**config.mk**
```make
export PLATFORM = sky130hd
export DESIGN_NAME = irq_receiver
export DESIGN_NICKNAME = d
export VERILOG_FILES = /design/src/rtl/irq_receiver_pkg.sv /design/src/rtl/irq_sync.sv /design/src/rtl/irq_receiver.sv
export SDC_FILE = /design/constraint.sdc
export NUM_CORES = 1
export LEC_CHECK = 0
export CAP_MARGIN = 20
export CORE_ASPECT_RATIO = 1.5
export CORE_MARGIN = 2
export CORE_UTILIZATION = 43
export CTS_BUF_LIST = sky130_fd_sc_hd__clkbuf_8
export CTS_CLUSTER_DIAMETER = 120
export DETAILED_ROUTE_END_ITERATION = 12
export PLACE_DENSITY = 0.77
export REMOVE_ABC_BUFFERS = 1
export SYNTH_ARGS = -nofsm -noshare
export SYNTH_HDL_FRONTEND = slang
export SYNTH_SLANG_ARGS = --single-unit
```
**constraint.sdc**
```tcl
create_clock -name i_clk -period 1.1 [get_ports i_clk]
set_input_delay 0.22 -clock i_clk [delete_from_list [all_inputs] [get_ports i_clk]]
set_output_delay 0.22 -clock i_clk [all_outputs]
set_load 0.01 [all_outputs]
```
**src/rtl/irq_receiver_pkg.sv**
```systemverilog
// Shared types and helpers for the interrupt receiver.
package irq_receiver_pkg;

   typedef enum logic {
      IDLE    = 1'b0,
      PRESENT = 1'b1
   } state_e;

   // Width of the delivered interrupt id, never narrower than one bit.
   function automatic int id_width(input int w);
      int r;
      r = $clog2(w);
      return (r < 1) ? 1 : r;
   endfunction

   // Index of the lowest set bit; returns 0 when no bit is set.
   function automatic logic [5:0] lowest_set(input logic [63:0] v);
      logic [5:0] idx;
      idx = '0;
      for (int unsigned i = 64; i > 0; i--) begin
         if (v[i-1]) idx = 6'(i - 1);
      end
      return idx;
   endfunction

endpackage

```
**src/rtl/irq_sync.sv**
```systemverilog
// Multi-flop synchronizer for asynchronous interrupt lines.
module irq_sync #(
   parameter int WIDTH       = 8,
   parameter int SYNC_STAGES = 2
) (
   input  logic             i_clk,
   input  logic             i_rst_n,
   input  logic [WIDTH-1:0] i_d,
   output logic [WIDTH-1:0] o_q
);

   logic [WIDTH-1:0] sync_q [SYNC_STAGES];

   // Shift the raw lines through the synchronizer chain.
   always_ff @(posedge i_clk or negedge i_rst_n) begin
      if (!i_rst_n) begin
         for (int unsigned i = 0; i < SYNC_STAGES; i++) sync_q[i] <= '0;
      end else begin
         sync_q[0] <= i_d;
         for (int unsigned i = 1; i < SYNC_STAGES; i++) sync_q[i] <= sync_q[i-1];
      end
   end

   assign o_q = sync_q[SYNC_STAGES-1];

endmodule

```
**src/rtl/irq_receiver.sv**
```systemverilog
// Interrupt receiver: synchronizes lines, latches pending bits and
// delivers the lowest-index enabled interrupt over a valid/ready handshake.
module irq_receiver
   import irq_receiver_pkg::*;
#(
   parameter  int WIDTH       = 8,
   parameter  int SYNC_STAGES = 2,
   localparam int ID_W        = id_width(WIDTH)
) (
   input  logic             i_clk,
   input  logic             i_rst_n,
   input  logic [WIDTH-1:0] i_irq,
   input  logic [WIDTH-1:0] i_edge_mode,
   input  logic [WIDTH-1:0] i_mask,
   output logic [WIDTH-1:0] o_pending,
   output logic             o_irq,
   output logic             o_irq_valid,
   output logic [ID_W-1:0]  o_irq_id,
   input  logic             i_irq_ready
);

   logic [WIDTH-1:0] s;
   logic [WIDTH-1:0] s_prev_q;
   logic [WIDTH-1:0] pending_q, pending_d;
   logic [WIDTH-1:0] active;
   logic [WIDTH-1:0] rise;
   logic [WIDTH-1:0] set_ev;
   logic [WIDTH-1:0] clr;
   logic             hs;
   state_e           state_q, state_d;
   logic [ID_W-1:0]  id_q, id_d;

   irq_sync #(
      .WIDTH       (WIDTH),
      .SYNC_STAGES (SYNC_STAGES)
   ) u_sync (
      .i_clk   (i_clk),
      .i_rst_n (i_rst_n),
      .i_d     (i_irq),
      .o_q     (s)
   );

   // Set/clear evaluation for the pending register.
   // Edge sets override a same-cycle clear; a level line is dropped for the
   // clear cycle and re-pends on the following one while still high.
   always_comb begin
      active = pending_q & i_mask;
      hs     = (state_q == PRESENT) && i_irq_ready;
      clr    = '0;
      for (int unsigned i = 0; i < WIDTH; i++) begin
         clr[i] = hs && (id_q == ID_W'(i));
      end
      rise      = s & ~s_prev_q;
      set_ev    = (i_edge_mode & rise) | (~i_edge_mode & s & ~clr);
      pending_d = (pending_q & ~clr) | set_ev;
   end

   // Delivery FSM: pick lowest enabled pending line, hold until accepted.
   always_comb begin
      state_d = state_q;
      id_d    = id_q;
      case (state_q)
         IDLE: begin
            if (|active) begin
               id_d    = ID_W'(lowest_set(64'(active)));
               state_d = PRESENT;
            end
         end
         PRESENT: begin
            if (i_irq_ready) state_d = IDLE;
         end
         default: state_d = IDLE;
      endcase
   end

   // State, id, pending and edge-history registers.
   always_ff @(posedge i_clk or negedge i_rst_n) begin
      if (!i_rst_n) begin
         state_q   <= IDLE;
         id_q      <= '0;
         pending_q <= '0;
         s_prev_q  <= '0;
      end else begin
         state_q   <= state_d;
         id_q      <= id_d;
         pending_q <= pending_d;
         s_prev_q  <= s;
      end
   end

   assign o_pending   = pending_q;
   assign o_irq       = |active;
   assign o_irq_valid = (state_q == PRESENT);
   assign o_irq_id    = id_q;

endmodule
```
# ---- Word-level counts from Yosys, hierarchy flattened
# Cells that the tools add are included.
# Widths: inputs -> output; s select.
dict set report totals {
  regBits 36
  in_bits 27
  out_inout_bits 13
}
dict set report op_classes {
  eq_ne 7
  mux 11
  n_bitwise 12
  reduce_logical 12
}
# op count
set op_table {}
lappend op_table {{$and 8x8->8} 6}
lappend op_table {{$mux 3} 8}
lappend op_table {{$not 8->8} 3}
lappend op_table {{$or 8x8->8} 2}
lappend op_table {{$eq 3x3->1 const B} 4}
lappend op_table {{$logic_and 1x1->1} 9}
lappend op_table {{$reduce_or 8->1} 1}
lappend op_table {{$eq 3x2->1 const B} 2}
lappend op_table {{$eq 3x1->1 const B} 1}
lappend op_table {{$logic_not 3->1} 1}
lappend op_table {{$mux 1} 2}
lappend op_table {{$pmux 1 s2} 1}
lappend op_table {{$reduce_and 2->1} 1}
lappend op_table {{$not 1->1} 1}

# ---- Longest topological paths before layout
# Gate-level depths: netlist of the first run.
dict set report logic_depth {
  ltp_word 9
  mapped_depth 5
  depth_no_buf 4
}

# ---- By module
# Synthesis of the first run repeated with hierarchy kept, for this count alone.
dict set report unflattened {
  hier_cells 114
  area_unflattened_um2 1393.8
}
# module n_inst cells_each area_per_inst_um2 seq_area_each_um2
set by_module_without_submodules {}
lappend by_module_without_submodules {irq_receiver 1 90 933.4 500.5}
lappend by_module_without_submodules {irq_sync 1 24 460.4 400.4}

# ---- Worst setup path after synthesis of the first run
# Ideal clock, no wire load.
dict set report synth_timing {
  path_kind {reg2reg}
  startpoint {register pending_q[1] (netlist: o_pending[1])}
  endpoint {register id_q[0] (netlist: o_irq_id[0])}
  setup_time_ns 0.129
  arrival_ns 1.065
  t_required_ns 0.971
  path_slack_ns -0.094
  stages_incl_launch_ff 5
  cell_sequence {dfrtp_1 -> a22oi_2 -> nand4_2 -> a21oi_1 -> a31oi_1}
}
dict set report synth_between {
  elab_chain_len 3
  elab_cells_between_ends 5
}
# element line_no
set synth_lines {}
lappend synth_lines {{from (decl)} irq_receiver.sv:24} ;# logic [WIDTH-1:0] pending_q, pending_d;
lappend synth_lines {{from (signal assigned)} irq_receiver.sv:86} ;# pending_q <= pending_d;
lappend synth_lines {{$and 8x8->8} irq_receiver.sv:47} ;# active = pending_q & i_mask;
lappend synth_lines {{$reduce_or 8->1} n/a}
lappend synth_lines {{via o_irq} irq_receiver.sv:16} ;# output logic o_irq,
lappend synth_lines {{$reduce_and 2->1 (no source line)} n/a}
lappend synth_lines {{to (signal assigned)} irq_receiver.sv:85} ;# id_q <= id_d;
lappend synth_lines {{to (decl)} irq_receiver.sv:31} ;# logic [ID_W-1:0] id_q, id_d;
# The timed path passes the listed nets, and every way through them passes these cells.
# A chain may end at the register's enable or synchronous reset.

# ---- Final worst setup path of the first run
dict set report layout_timing {
  startpoint {register pending_q[2] (netlist: o_pending[2])}
  endpoint {output o_irq}
}
dict set report layout_between {
  elab_chain_len 2
}
# element line_no
set layout_lines {}
lappend layout_lines {{$and 8x8->8} irq_receiver.sv:47}
lappend layout_lines {{$reduce_or 8->1} irq_receiver.sv:92} ;# assign o_irq = |active;
lappend layout_lines {{to (decl)} irq_receiver.sv:16}
# Every way passes these cells.

==> results of run 1 <==
==> area by class of cell <==
cell class                 instances  area [sq um]  share of cell area
clock buffer                       7          96.3              0.0433
inverter                           1          3.75             0.00169
timing repair buffer              68           669               0.301
sequential                        36           901               0.405
tap                               39          48.8              0.0219
multi-input combinational         68           504               0.227
==> power groups by stage <==
stage          clock network (mW)  logic [mW]  registers [mW]
4_1_cts                      1.01       0.759            1.50
3_3_place_gp                    0       0.626            1.52
5_1_grt                      1.07       0.957            1.52
2_1_floorplan                   0       0.175            1.56
6_report                    0.986       0.900            1.51
3_5_place_dp                    0       0.648            1.53
==> cells in the mapped netlist <==
| library cell | number |
|---|---|
| a21oi_1 | 6 |
| a22oi_1 | 1 |
| a22oi_2 | 4 |
| a31oi_1 | 1 |
| a32o_1 | 2 |
| a32oi_1 | 1 |
| and3_1 | 1 |
| and3b_1 | 1 |
| buf_6 | 1 |
| dfrtp_1 | 36 |
| inv_1 | 1 |
| nand2_1 | 25 |
| nand2b_1 | 3 |
| nand3_1 | 1 |
| nand3_2 | 2 |
| nand3b_1 | 1 |
| nand4_2 | 1 |
| nor2_1 | 6 |
| o211ai_1 | 2 |
| o211ai_2 | 2 |
| o21ai_0 | 4 |
| o311ai_1 | 4 |
==> per-layer routing <==
metal  wire [microns]  track usage
met5                0            0
met4              102        0.111
met3              257       0.0494
met2             2030        0.371
met1             1410        0.228
==> state kept, by name, summed over array words and instances, names as in the netlist <==
signal and flops:
o_pending 8, u_sync.sync_q 8, s_prev_q 8, o_irq_valid 1
u_sync.o_q 8, o_irq_id 3
==> worst max path at each step <==
| stage | from | to | slack [ns] | cells after the start |
|---|---|---|---|---|
| after floorplan | o_pending[1] | o_irq_id[0] | -0.09 | 4 |
| after global placement | i_mask[5] | o_irq | -0.60 | 4 |
| after detailed placement | i_mask[5] | o_irq | -0.69 | 4 |
| after CTS | o_pending[5] | o_irq | -0.39 | 3 |
| after global routing | o_pending[2] | o_irq | -0.48 | 4 |
| final | o_pending[2] | o_irq | -0.42 | 4 |
==> worst max-delay path: cells and delay by family (launching register included) <==
family                 cells  cell delay (ns)
AOI/OAI and AO/OA          1             0.18
DFF                        1             0.40
buffers and inverters      2             0.30
and+or+nand+nor            1             0.13
==> placed cells by master, fill, tap and decap left out <==
cell / instances
nand2b_2: 1
a22oi_2: 4
o211ai_2: 2
and3b_2: 1
and3_4: 1
dlygate4sd2_1: 1
buf_6: 24
o211ai_1: 2
nand2b_4: 1
nand3b_1: 1
clkdlybuf4s50_1: 25
o311ai_2: 4
a22oi_1: 1
nand2b_1: 1
nor2_1: 5
buf_2: 3
clkbuf_8: 7
nand2_1: 23
nand4_2: 1
buf_12: 1
nand3_4: 2
a32oi_2: 1
a21oi_2: 1
nand2_2: 2
buf_4: 14
nor2_4: 1
o21ai_0: 4
a32o_2: 1
a31oi_1: 1
a21oi_1: 5
dfrtp_1: 36
a32o_1: 1
nand3_2: 1
inv_1: 1
==> what timing repair did <==
action | CTS | global route
resized for setup | 79 | 19
setup buffers | 6 | 9
cloned | 0 | 0
setup endpoints to repair | 21 | 24
pin swaps | 15 | 11
==> cell families (layout without fill, tap and decap cells) <==
logic type / count (synthesis) / after routing / synth area share
DFF: 36 / 36 / 0.678
and+or+nand+nor: 41 / 41 / 0.147
buffers and inverters: 2 / 76 / 0.0113
AOI/OAI and AO/OA: 27 / 27 / 0.164
==> stage by stage <==
| step | worst slack, ns | instance area, sq um |
|---|---|---|
| global placement | -0.603 | 1910 |
| global route | -0.482 | 2220 |
| detailed placement | -0.687 | 1910 |
| floorplan | -0.0940 | 1320 |
| CTS | -0.388 | 2100 |
| finish | -0.423 | 2220 |
==> impl_metrics.csv, run 1 <==
group,metric,value,unit
run_status,status,"finished with violations",
run_status,violations,"setup timing",
power_and_ir_drop,clkPwrFrac,0.291,
placed_design,dp_cells,202,
timing,fin_skew,0.00722,ns
grt,grt.overflow.total,0,
power_and_ir_drop,seq_power_share,0.444,
power_and_ir_drop,intPower,2.48,mW
timing,slew_headroom,0.845,
detailed_routing,drtPass1Iterations,5,
cts,clkSinkCount,36,
floorplan,die_h,72.1,microns
cts,cts_buffers,5,
timing,max_freq,0.657,GHz
timing,setup_viol,22,
placed_design,io_buffer_count,39,
detailed_routing,vias_per_cell,5.41,
detailed_routing,routedWlPerCell,17.3,microns
yosys,synth_top_area_cell,"dfrtp_1",
setup_path,cp-end-kind,"output pin",
yosys,netlist_instances,106,
setup_path,worstSetupPathType,"reg -> out",
power_and_ir_drop,power_leakage,0.968,nW
yosys,netlist-cell-type-count,22,
setup_path,r2r-start,"o_pending[2]",
cts,clockBufferDepth,2,
detailed_routing,postRouteAntennaNets,0,
timing,hold_viol,0,
final_layout,nFillCells,193,
final_layout,finalCoreUtilization,0.756,
cts,htree_levels,2,
setup_path,cp.arrival,1.30,ns
grt,grt_pass1_wl,5460,microns
yosys,synth_top_cell_area_share,0.678,
flow_run,drv_cap,0,
yosys,yosys-top-cells-area,"dfrtp_1 (68%), nand2_1 (7.1%), a22oi_2 (3.8%)",
floorplan,io_pins,40,
timing,setup_tns,-2.37,ns
floorplan,fp.dieW,49.4,microns
final_layout,final_nets,207,
detailed_routing,drt_iter0_drc,14,
yosys,synth-seq-cells,36,
yosys,synth_area_per_cell,12.5,sq um
final_layout,final_cells,219,
setup_path,reg2reg_to,"o_irq_id[0]",
yosys,syn_area,1330,sq um
timing,tightest_slew,0.230,ns
floorplan,row_count,24,
detailed_routing,drc_errors,0,
setup_path,start_kind,"register",
power_and_ir_drop,total_power,3.39,mW
floorplan,start_util,0.452,
cts,insertion_delay,0.29,ns
final_layout,antenna_cells,0,
yosys,seq_area_frac_synth,0.678,
detailed_routing,vias,1184,
grt,antenna_found_initial,0,
final_layout,drive_gt1_frac,0.406,
grt,track_usage,0.208,
final_layout,synthToLayoutAreaGrowth,67.3,%
timing,period_needed,1.52,ns
grt,grt_pass1_vias,1194,
cts,clockRootBuffer,"clkbuf_8",
timing,setup_ws,-0.423,ns
detailed_routing,drt_wl_total,3800,microns
placed_design,place_congestion,0.854,
min_path,hold_class,"in -> async",
placed_design,dpl.hpwl,2380,microns
power_and_ir_drop,power.density,1530,nW/um^2
power_and_ir_drop,switching_share,0.269,
setup_path,worstRegToRegCells,7,
power_and_ir_drop,p_sw,913,uW
power_and_ir_drop,peakVddDrop,1.03,mV
yosys,yosysWarnings,0,
floorplan,core,2940,sq um
setup_path,cp_slowest_cell,"dfrtp_1",
cts,cts_hold_buf,0,
setup_path,crit_fanout,2,
timing,period_share,1.38,
cts,cts.clk_slew.worst_paths,0.07,ns
setup_path,crit_path_cell_trace,"buf_6 > a22oi_2 > nand4_2 > buf_2",
power_and_ir_drop,p_comb_frac,0.265,
grt,grt_max_degree,37,
timing,slew_violations,0,
timing,rsz0062_at_grt,"true",
timing,whs,0.304,ns
setup_path,cp_slowest_stage_delay,0.40,ns
setup_path,rrSetupSlack,-0.34,ns
setup_path,worstPathRequired,0.88,ns
floorplan,dieArea,3560,sq um
cts,cts_tree,"built",
Power figures use the tool's default switching activity.
==> run 2: changes to the inputs <==
--- a/config.mk
+++ b/config.mk
@@ -10,7 +10,7 @@
 export CORE_MARGIN = 2
 export CORE_UTILIZATION = 43
 export CTS_BUF_LIST = sky130_fd_sc_hd__clkbuf_8
-export CTS_CLUSTER_DIAMETER = 120
+export CTS_CLUSTER_DIAMETER = 100
 export DETAILED_ROUTE_END_ITERATION = 12
 export PLACE_DENSITY = 0.77
 export REMOVE_ABC_BUFFERS = 1
==> results of run 2 <==
Final layout, timing and power as in run 1 (identical DEF).
